`config.mk`:
```
export PLATFORM = sky130hd
export DESIGN_NAME = store_buffer_flat
export DESIGN_NICKNAME = d
export VERILOG_FILES = /design/src/rtl/store_buffer_if.sv /design/src/rtl/store_buffer.sv /design/src/flat_wrapper.sv
export SDC_FILE = /design/constraint.sdc
export NUM_CORES = 1
export LEC_CHECK = 0
export ABC_CLOCK_PERIOD_IN_PS = 12250
export CORE_ASPECT_RATIO = 1.25
export CORE_MARGIN = 10
export CORE_UTILIZATION = 60
export CTS_BUF_LIST = sky130_fd_sc_hd__clkbuf_4
export DETAILED_ROUTE_END_ITERATION = 8
export GPL_TIMING_DRIVEN = 0
export PLACE_DENSITY = 0.87
export SETUP_SLACK_MARGIN = 0.4
export SLEW_MARGIN = 40
export SYNTH_ARGS = -nofsm -noshare
export SYNTH_HDL_FRONTEND = slang
export SYNTH_SLANG_ARGS = --single-unit
```
`constraint.sdc`:
```
create_clock -name clk -period 12.25 [get_ports clk]
set_clock_uncertainty 0.15 [all_clocks]
set_input_delay 2.45 -clock clk [delete_from_list [all_inputs] [get_ports clk]]
set_output_delay 2.45 -clock clk [all_outputs]
set_load 0.05 [all_outputs]
```
`src/rtl/store_buffer_if.sv`:
```
// Signal bundle between the MEM-stage pipeline, the store buffer and the data memory.
// The buffer takes the slave view; the pipeline/memory environment takes the master view.
interface store_buffer_if #(
    parameter int DEPTH = 4,
    parameter int AW    = 32,
    parameter int DW    = 32
);
    logic                       st_valid;
    logic [AW-1:0]              st_addr;
    logic [DW-1:0]              st_data;
    logic                       ld_valid;
    logic [AW-1:0]              ld_addr;
    logic [DW-1:0]              ld_data;
    logic                       stall;
    logic                       mem_ready;
    logic                       mem_wr;
    logic                       mem_rd;
    logic [AW-1:0]              mem_addr;
    logic [DW-1:0]              mem_wdata;
    logic [DW-1:0]              mem_rdata;
    logic                       empty;
    logic [$clog2(DEPTH+1)-1:0] count;

    modport slave (
        input  st_valid, st_addr, st_data, ld_valid, ld_addr, mem_ready, mem_rdata,
        output ld_data, stall, mem_wr, mem_rd, mem_addr, mem_wdata, empty, count
    );

    modport master (
        output st_valid, st_addr, st_data, ld_valid, ld_addr, mem_ready, mem_rdata,
        input  ld_data, stall, mem_wr, mem_rd, mem_addr, mem_wdata, empty, count
    );
endinterface

```
`src/rtl/store_buffer.sv`:
```
// Posted-write store FIFO in front of the data memory: loads own the address port,
// stores drain in order whenever the write port is granted, loads forward from the youngest match.
module store_buffer #(
    parameter int DEPTH = 4,
    parameter int AW    = 32,
    parameter int DW    = 32,
    parameter int IDX_W = 5
) (
    input  logic          clk,
    input  logic          reset,
    store_buffer_if.slave sb
);
    localparam int CW = $clog2(DEPTH + 1);
    localparam int PW = $clog2(DEPTH);
    localparam logic [CW-1:0] DEPTH_C = CW'(DEPTH);
    localparam logic [PW-1:0] LAST_C  = PW'(DEPTH - 1);

    logic [AW-1:0]    addr_r [DEPTH];
    logic [DW-1:0]    data_r [DEPTH];
    logic [DEPTH-1:0] valid_r;
    logic [PW-1:0]    head_r;
    logic [PW-1:0]    tail_r;
    logic [CW-1:0]    count_r;

    logic             full_s;
    logic             empty_s;
    logic             stall_s;
    logic             accept_s;
    logic             drain_s;
    logic [PW-1:0]    scan_idx_s;
    logic [DW-1:0]    fwd_data_s;

    function automatic logic [PW-1:0] ptr_inc(input logic [PW-1:0] p);
        ptr_inc = (p == LAST_C) ? {PW{1'b0}} : p + PW'(1);
    endfunction

    // Occupancy flags and per-cycle handshake decisions from registered state
    always_comb begin
        full_s   = (count_r == DEPTH_C);
        empty_s  = (count_r == {CW{1'b0}});
        stall_s  = ~reset & sb.st_valid & (full_s | sb.ld_valid);
        accept_s = ~reset & sb.st_valid & ~full_s & ~sb.ld_valid;
        drain_s  = ~reset & sb.mem_ready & ~sb.ld_valid & ~empty_s;
    end

    // Pointers, entry valid bits and occupancy count
    always_ff @(posedge clk) begin
        if (reset) begin
            head_r  <= {PW{1'b0}};
            tail_r  <= {PW{1'b0}};
            count_r <= {CW{1'b0}};
            valid_r <= {DEPTH{1'b0}};
        end else begin
            // accept writes at tail, drain retires head; they never hit the same slot in one cycle
            if (accept_s) begin
                valid_r[tail_r] <= 1'b1;
                tail_r          <= ptr_inc(tail_r);
            end
            if (drain_s) begin
                valid_r[head_r] <= 1'b0;
                head_r          <= ptr_inc(head_r);
            end
            case ({accept_s, drain_s})
                2'b10:   count_r <= count_r + CW'(1);
                2'b01:   count_r <= count_r - CW'(1);
                default: count_r <= count_r;
            endcase
        end
    end

    // Entry payload storage; contents are meaningless while the valid bit is clear
    always_ff @(posedge clk) begin
        if (accept_s) begin
            addr_r[tail_r] <= sb.st_addr;
            data_r[tail_r] <= sb.st_data;
        end else begin
            addr_r[tail_r] <= addr_r[tail_r];
            data_r[tail_r] <= data_r[tail_r];
        end
    end

    // Forwarding scan from oldest to youngest occupied slot so the youngest match wins
    always_comb begin
        fwd_data_s = sb.mem_rdata;
        scan_idx_s = {PW{1'b0}};
        for (int k = DEPTH - 1; k >= 0; k--) begin
            scan_idx_s = PW'((int'(tail_r) + DEPTH - 1 - k) % DEPTH);
            fwd_data_s = ((k < int'(count_r)) && valid_r[scan_idx_s] &&
                          (addr_r[scan_idx_s][IDX_W-1:0] == sb.ld_addr[IDX_W-1:0]))
                         ? data_r[scan_idx_s] : fwd_data_s;
        end
    end

    // Shared memory port: load first, then drain, otherwise quiet
    always_comb begin
        sb.mem_rd    = 1'b0;
        sb.mem_wr    = 1'b0;
        sb.mem_addr  = {AW{1'b0}};
        sb.mem_wdata = {DW{1'b0}};
        if (sb.ld_valid) begin
            sb.mem_rd   = 1'b1;
            sb.mem_addr = sb.ld_addr;
        end else if (drain_s) begin
            sb.mem_wr    = 1'b1;
            sb.mem_addr  = addr_r[head_r];
            sb.mem_wdata = data_r[head_r];
        end else begin
            sb.mem_rd    = 1'b0;
            sb.mem_wr    = 1'b0;
            sb.mem_addr  = {AW{1'b0}};
            sb.mem_wdata = {DW{1'b0}};
        end
    end

    assign sb.ld_data = fwd_data_s;
    assign sb.stall   = stall_s;
    assign sb.empty   = empty_s;
    assign sb.count   = count_r;

endmodule
```
`src/flat_wrapper.sv`:
```
// flat-port wrapper written by rule: the top's interface ports become plain ports
module store_buffer_flat 
#(
    parameter int DEPTH = 4,
    parameter int AW    = 32,
    parameter int DW    = 32,
    parameter int IDX_W = 5
)
  (clk, reset, sb_st_valid, sb_st_addr, sb_st_data, sb_ld_valid, sb_ld_addr, sb_mem_ready, sb_mem_rdata, sb_ld_data, sb_stall, sb_mem_wr, sb_mem_rd, sb_mem_addr, sb_mem_wdata, sb_empty, sb_count);
  store_buffer_if #(.DEPTH(DEPTH), .AW(AW), .DW(DW)) sb_i ();
  input  logic clk;
  input  logic reset;
  input wire logic [$bits(sb_i.st_valid)-1:0] sb_st_valid;
  input wire logic [$bits(sb_i.st_addr)-1:0] sb_st_addr;
  input wire logic [$bits(sb_i.st_data)-1:0] sb_st_data;
  input wire logic [$bits(sb_i.ld_valid)-1:0] sb_ld_valid;
  input wire logic [$bits(sb_i.ld_addr)-1:0] sb_ld_addr;
  input wire logic [$bits(sb_i.mem_ready)-1:0] sb_mem_ready;
  input wire logic [$bits(sb_i.mem_rdata)-1:0] sb_mem_rdata;
  output wire logic [$bits(sb_i.ld_data)-1:0] sb_ld_data;
  output wire logic [$bits(sb_i.stall)-1:0] sb_stall;
  output wire logic [$bits(sb_i.mem_wr)-1:0] sb_mem_wr;
  output wire logic [$bits(sb_i.mem_rd)-1:0] sb_mem_rd;
  output wire logic [$bits(sb_i.mem_addr)-1:0] sb_mem_addr;
  output wire logic [$bits(sb_i.mem_wdata)-1:0] sb_mem_wdata;
  output wire logic [$bits(sb_i.empty)-1:0] sb_empty;
  output wire logic [$bits(sb_i.count)-1:0] sb_count;
  assign sb_i.st_valid = sb_st_valid;
  assign sb_i.st_addr = sb_st_addr;
  assign sb_i.st_data = sb_st_data;
  assign sb_i.ld_valid = sb_ld_valid;
  assign sb_i.ld_addr = sb_ld_addr;
  assign sb_i.mem_ready = sb_mem_ready;
  assign sb_i.mem_rdata = sb_mem_rdata;
  assign sb_ld_data = sb_i.ld_data;
  assign sb_stall = sb_i.stall;
  assign sb_mem_wr = sb_i.mem_wr;
  assign sb_mem_rd = sb_i.mem_rd;
  assign sb_mem_addr = sb_i.mem_addr;
  assign sb_mem_wdata = sb_i.mem_wdata;
  assign sb_empty = sb_i.empty;
  assign sb_count = sb_i.count;
  store_buffer #(.DEPTH(DEPTH), .AW(AW), .DW(DW), .IDX_W(IDX_W)) u_core (.clk(clk), .reset(reset), .sb(sb_i));
endmodule
```
==> results of run 1 <==
[critical path: cells and delay by family, from the launching register on]
family                   cells  cell delay [ns]
AO/OA/AOI/OAI                1             0.30
XOR/XNOR                     1             0.25
adder cells (fa/ha/maj)      1             0.43
buffers and inverters       10             3.19
flip-flops                   1             0.41
multiplexers                 2             0.62
AND/OR/NAND/NOR              2             0.84
[worst max path at each step]
| stage | slack, ns | cells after the start | startpoint | end |
|---|---|---|---|---|
| finish | 2.86 | 17 | u_core.tail_r[0]$_SDFFE_PP0P_ | sb_ld_data[1] |
| global route | 2.61 | 17 | u_core.tail_r[0]$_SDFFE_PP0P_ | sb_ld_data[1] |
| CTS | 2.92 | 17 | u_core.tail_r[0]$_SDFFE_PP0P_ | sb_ld_data[3] |
| detailed placement | 3.73 | 7 | sb_mem_ready | sb_mem_wdata[2] |
| global placement | 3.44 | 7 | sb_mem_ready | sb_mem_wdata[2] |
| floorplan | 4.73 | 10 | sb_ld_addr[1] | sb_ld_data[20] |
[power groups by stage]
stage | combinational (mW) | sequential, mW | clock [mW]
after global routing | 0.447 | 1.03 | 0.771
after CTS | 0.426 | 1.03 | 0.722
after global placement | 0.413 | 1.05 | 0
after floorplan | 0.281 | 1.05 | 0
after detailed placement | 0.424 | 1.05 | 0
final | 0.424 | 1.03 | 0.707
[cell families (layout without fill, tap and decap cells)]
| family | count (synthesis) | in the layout |
|---|---|---|
| AOI/OAI and AO/OA | 123 | 123 |
| xor gates and xnor gates | 22 | 22 |
| adders and majority gates | 13 | 13 |
| buffers and inverters | 98 | 442 |
| DFF | 269 | 269 |
| muxes | 253 | 253 |
| other | 0 | 7 |
| and+or+nand+nor | 139 | 139 |
[layout make-up]
class / instances / share of cell area
clock inverter: 25 / 0.00943
antenna: 7 / 0.000905
clock buffer: 81 / 0.0314
multi-input combinational: 550 / 0.374
buffer: 88 / 0.0232
tap: 340 / 0.0220
sequential: 269 / 0.410
timing repair buffer: 238 / 0.127
inverter: 10 / 0.00194
[per-layer routing]
metal | GRT usage | wire (um) | vias up | share of wire
met5 | 0 | 8 | - | 0.00019
met4 | 0.125 | 1630 | 2 | 0.038
met3 | 0.0743 | 4990 | 130 | 0.12
met2 | 0.427 | 22200 | 755 | 0.52
met1 | 0.303 | 14100 | 5371 | 0.33
li1 | - | - | 4574 | -
[state kept, by name, summed over array words and instances (netlist names), named ones only]
name,count
u_core.tail_r,2
u_core.addr_r,128
u_core.sb.count,3
u_core.valid_r,4
u_core.data_r,128
u_core.head_r,2
[metrics by stage]
step / hold WS, ns / util / cells / instance area (um^2) / power, mW
after floorplan: 0.338 / - / 917 / 15600 / 1.33
after global placement: 0.363 / 0.710 / 1486 / 18400 / 1.46
after global routing: 0.416 / 0.749 / 1607 / 19400 / 2.25
after CTS: 0.399 / 0.748 / 1601 / 19300 / 2.18
final: 0.401 / 0.749 / 1608 / 19400 / 2.16
after detailed placement: 0.376 / 0.718 / 1495 / 18600 / 1.47
[layout by cell type (no fill, tap or decap), types with 19 or more instances in the layout]
cell type        count
clkbuf_1            38
buf_2               27
mux4_2             201
nor2_1              49
o22ai_1             30
and2_1              62
clkdlybuf4s50_1    229
clkbuf_4            81
mux2i_1             49
a311oi_1            19
edfxtp_1           256
a22o_1              33
==> results.cfg, run 1 <==
[drt]
postRouteAntennaNets = 0
wirelength_um = 42900
drt_iter0_markers = 1026
vias = 10832
drtPass1Iterations = 7
wl_per_cell_um = 26.7
post_drt_via_cell_ratio = 6.74
post-route-drc-count = 0

[place]
gp_congestion = 0.874
io_buffers = 229
dp_slack_ns = 3.73
dpl.hpwl_um = 30400

[final_layout]
drive_gt1_frac = 0.289
seq_area_um2 = 7950
fill_cells = 1626
fin_nets = 1363
multiInputGateArea_um2 = 7230
synthToLayoutAreaGrowth_pct = 23.8

[grt]
grt_usage = 0.258
grt_pass1_wl_um = 65500
grt-ovfl-total = 0
grt_pass1_vias = 11238
antenna_found_initial = 8
grt_max_degree = 33

[synthesis]
synthMuxAreaShare = 0.324
netlist_instances = 917
synth_commonest_cells = 256 x edfxtp_1, 201 x mux4_2, 66 x and2_1, 49 x mux2i_1, 49 x nor2_1
synth_compound_area_frac = 0.0661
syn_nets = 1063
synth-edff-count = 256
synth_top_area_share = 0.492
synth_top_area_cell = edfxtp_1
synthXorXnorAreaFrac = 0.0123
yosys.area_share.simple = 0.0488
yosysUniqueCellTypes = 46
synthAdderAreaFrac = 0.0104
netlist_area_um2 = 15600
synthArstFlopShare = 0
synth_area_leaders = edfxtp_1 49%, mux4_2 29%, mux2i_1 3.1%
yosysSeqAreaShare = 0.508
ys_ff_latch = 269
yosysMostFrequentCell = edfxtp_1
syn_area_per_cell_um2 = 17.1
synth_warnings = 0
synth_top_family_by_area = multiplexers
synthFlopType = edfxtp_1

[timing]
hold_viol_final = 0
max_freq_mhz = 106
worst_slack_ns = 2.86
relSlewSlack = 0.420
setup_viol = 0
tightest_slew_ns = 0.870
period_minus_slack_ns = 9.39
rsz0062_at_grt = false
drv_slew = 0
fin_tns_setup_ns = 0
fin_crit_sh = 0.767

[floorplanning]
die-width_um = 164
ios = 236
initial_core_util = 0.605
core_um2 = 25800
die_h_um = 200
die-area_um2 = 33000
rows = 66

[clock_network]
postCtsHoldBufs = 0
clk_pin_slew_ns = 0.08
cts_setup_buffers = 0
cts_tree = done
cts_buffer_depth = 3
cts_resized = 0
cts_max_level = 2
cts_root_buf = clkbuf_4
cts_sinks = 269
insertion_delay_ns = 0.73
cts_made_buffers = 60

[setup_path]
path_cells = buf_6 > buf_6 > buf_6 > buf_2 > buf_2 > clkbuf_1 > inv_1 > ha_1 > buf_6 > mux4_2 > xnor2_1 > nand4_1 > nor4_4 > buf_6 > mux2i_1 > o22ai_1 > clkdlybuf4s50_1
end_kind = primary output
r2r_slack_ns = 7.46
critPathLaunchType = flip-flop
r2r-end = u_core.tail_r[1]$_SDFFE_PP0P_
rr_startpoint = u_core.tail_r[0]$_SDFFE_PP0P_
critPathMaxFanout = 10
crit_slowest_cell = clkdlybuf4s50_1
critPathKind = flip-flop to primary output
critPathMaxStageDelay_ns = 0.88
worstPathRequired_ns = 9.65
crit_top_cell = buf_6
worstPathArrival_ns = 6.79
rr_worst_depth = 15

[power]
switching_share = 0.260
clkPwrFrac = 0.327
p_int_mw = 1.60
worst_ir_drop_vdd_v = 0.0000819
switching_power_uw = 561
power_frac_seq = 0.477
power_density_nw_per_um2 = 112
p_leak_nw = 6.03
combPwrFrac = 0.196

[hold_path]
hp-start = u_core.valid_r[1]$_SDFF_PP0_
hold_depth = 2
min_to = u_core.valid_r[1]$_SDFF_PP0_
hp-class = flip-flop to flip-flop

[status]
status = completed

[run]
drv_cap = 0
Note: power is estimated with default switching activity, not from simulation.
==> run 2, diff against run 1 <==
--- a/config.mk
+++ b/config.mk
@@ -5,14 +5,14 @@
 export SDC_FILE = /design/constraint.sdc
 export NUM_CORES = 1
 export LEC_CHECK = 0
-export ABC_CLOCK_PERIOD_IN_PS = 12250
+export ABC_CLOCK_PERIOD_IN_PS = 9400
 export CORE_ASPECT_RATIO = 1.25
 export CORE_MARGIN = 10
-export CORE_UTILIZATION = 60
+export CORE_UTILIZATION = 57
 export CTS_BUF_LIST = sky130_fd_sc_hd__clkbuf_4
 export DETAILED_ROUTE_END_ITERATION = 8
 export GPL_TIMING_DRIVEN = 0
-export PLACE_DENSITY = 0.87
+export PLACE_DENSITY = 0.84
 export SETUP_SLACK_MARGIN = 0.4
 export SLEW_MARGIN = 40
 export SYNTH_ARGS = -nofsm -noshare
==> constraint.sdc (replaced) <==
create_clock -name clk -period 9.4 [get_ports clk]
set_clock_uncertainty 0.15 [all_clocks]
set_input_delay 1.88 -clock clk [delete_from_list [all_inputs] [get_ports clk]]
set_output_delay 1.88 -clock clk [all_outputs]
set_load 0.05 [all_outputs]
==> run 2 against run 1 <==
Global-route usage shrank 1.6 points. Worst setup slack got worse by 2.0 ns. Core utilization down 3.2 points. Highest routed layer unchanged.
==> results.cfg, run 2 (same netlist as run 1, synthesis figures left out) <==
[place]
io_buffers = 229
place_inst = 1496
gp_congestion = 0.866
postPlaceCellArea_um2 = 18500
dpl.hpwl_um = 29600

[floorplanning]
die_h_um = 205
die-area_um2 = 34500
core_um2 = 26900
die-width_um = 168
rows = 67
ios = 236
initial_core_util = 0.581

[setup_path]
critPathLaunchType = flip-flop
r2r_slack_ns = 4.80
crit_path_start = u_core.tail_r[0]$_SDFFE_PP0P_
crit_slowest_cell = clkdlybuf4s50_1
worstPathArrival_ns = 6.48
worstSetupPathDepth = 17
critPathKind = flip-flop to primary output
rr_startpoint = u_core.tail_r[0]$_SDFFE_PP0P_
worstSetupEndpoint = sb_ld_data[1]
crit_top_cell = buf_6
r2r-end = u_core.tail_r[1]$_SDFFE_PP0P_
critPathMaxFanout = 10
critPathMaxStageDelay_ns = 0.89
end_kind = primary output
path_cells = buf_6 > buf_6 > buf_6 > buf_2 > buf_2 > clkbuf_2 > inv_1 > ha_1 > buf_6 > mux4_2 > xnor2_1 > nand4_1 > nor4_4 > buf_6 > mux2i_1 > o22ai_1 > clkdlybuf4s50_1
rr_worst_depth = 15
crit_buf_inv = 10
worstPathRequired_ns = 7.37
cpLargestDelayFamily = buffers and inverters

[grt]
grt_max_degree = 35
antenna_found_initial = 7
grt-ovfl-total = 0
grt_pass1_vias = 11263
grt_usage = 0.242
grt_pass1_wl_um = 64700

[timing]
period_minus_slack_ns = 8.51
fin_hold_ws_ns = 0.368
relSlewSlack = 0.449
hold_viol_final = 0
fin_tns_setup_ns = 0
setup_viol = 0
drv_slew = 0
rsz0062_at_grt = false
max_freq_mhz = 117
fin_crit_sh = 0.906
tightest_slew_ns = 0.826

[run]
drv_cap = 0

[final_layout]
final_cell_mix = 256 x edfxtp_1, 229 x clkdlybuf4s50_1, 201 x mux4_2
final_common_cell = edfxtp_1
fin_nets = 1360
postLayoutCellArea_um2 = 19300
finalNonFillerCells = 1616
reg.largest.list = u_core.addr_r: 128 flops, u_core.data_r: 128 flops, u_core.valid_r: 4 flops
synthToLayoutAreaGrowth_pct = 23.4
drive_gt1_frac = 0.291

[status]
status = completed

[drt]
wl_per_cell_um = 26.3
post-route-drc-count = 0
post_drt_via_cell_ratio = 6.53
wirelength_um = 42500
postRouteAntennaNets = 0
drt_iter0_markers = 992
vias = 10558
drtPass1Iterations = 5

[clock_network]
cts_max_level = 2
cts_made_buffers = 61
postCtsHoldBufs = 0
cts_root_buf = clkbuf_4
cts_tree = done
cts_sinks = 269
insertion_delay_ns = 0.71
clk_pin_slew_ns = 0.07
cts_buffer_depth = 3

[power]
power_density_nw_per_um2 = 144
worst_ir_drop_vdd_v = 0.000146
p_leak_nw = 6.01

[hold_path]
hp-class = flip-flop to flip-flop
## run 2: cell types whose count changed in the layout (fill, tap and decap cells not counted), moves of 2 or more
cell	delta
buf_12	-3
clkinv_1	+2
clkbuf_1	-2
clkbuf_4	+5
bufinv_16	-2
clkbuf_2	+3
clkinv_2	+2
## run 2: worst min path at each step
stage                                      start                           end  slack [ns]  cells past startpoint
detailed placement  u_core.valid_r[2]$_SDFF_PP0_  u_core.valid_r[2]$_SDFF_PP0_        0.36                      2
floorplan           u_core.valid_r[2]$_SDFF_PP0_  u_core.valid_r[2]$_SDFF_PP0_        0.34                      2
CTS                 u_core.valid_r[2]$_SDFF_PP0_  u_core.valid_r[2]$_SDFF_PP0_        0.37                      2
global placement    u_core.valid_r[2]$_SDFF_PP0_  u_core.valid_r[2]$_SDFF_PP0_        0.36                      2
global route        u_core.valid_r[3]$_SDFF_PP0_  u_core.valid_r[3]$_SDFF_PP0_        0.41                      2
finish              u_core.valid_r[2]$_SDFF_PP0_  u_core.valid_r[2]$_SDFF_PP0_        0.37                      2
## run 2: final cells by class
cell class | count | area, um^2
antenna | 7 | 17.5
buffer | 88 | 453
clock buffer | 86 | 646
clock inverter | 27 | 139
fill | 1811 | 7610
inverter | 10 | 37.5
multi-input combinational | 550 | 7230
sequential | 269 | 7950
tap | 345 | 432
timing repair buffer | 234 | 2390
## run 2: routing by layer
metal / vias to the layer above / GRT usage / share of wire
li1: 4568 / - / -
met1: 5248 / 0.274 / 0.35
met2: 644 / 0.415 / 0.52
met3: 96 / 0.0785 / 0.10
met4: 2 / 0.0987 / 0.032
met5: - / 0 / 0.00031
## run 2: per-stage QoR
step | power (mW) | worst slack (ns) | utilization
after global routing | 2.90 | 0.678 | 0.717
after detailed placement | 1.92 | 1.48 | 0.687
after global placement | 1.91 | 1.49 | 0.682
after CTS | 2.81 | 0.659 | 0.716
after floorplan | 1.73 | 2.90 | -
final | 2.79 | 0.888 | 0.717
## run 2: repair_timing
| action | in CTS | in global routing |
|---|---|---|
| endpoints found under the setup margin | 0 | 1 |
| hold endpoints to repair | 0 | 0 |
| buffers inserted | 0 | 0 |
| resized for setup | 0 | 2 |
## run 2: worst register-to-register path, stage by stage (launching register included)
cell      delay, ns
dfxtp_1        0.39
buf_6          0.14
buf_6          0.16
buf_6          0.18
buf_2          0.27
buf_2          0.37
clkbuf_2       0.38
inv_1          0.15
ha_1           0.39
buf_6          0.19
buf_4          0.20
buf_4          0.20
clkbuf_1       0.52
buf_1          0.59
nand2_1        0.13
o31ai_1        0.10
## run 2: where the power goes
part	switching [mW]	internal (mW)
Sequential	0.0116	1.33
Combinational	0.281	0.271
Clock	0.441	0.452
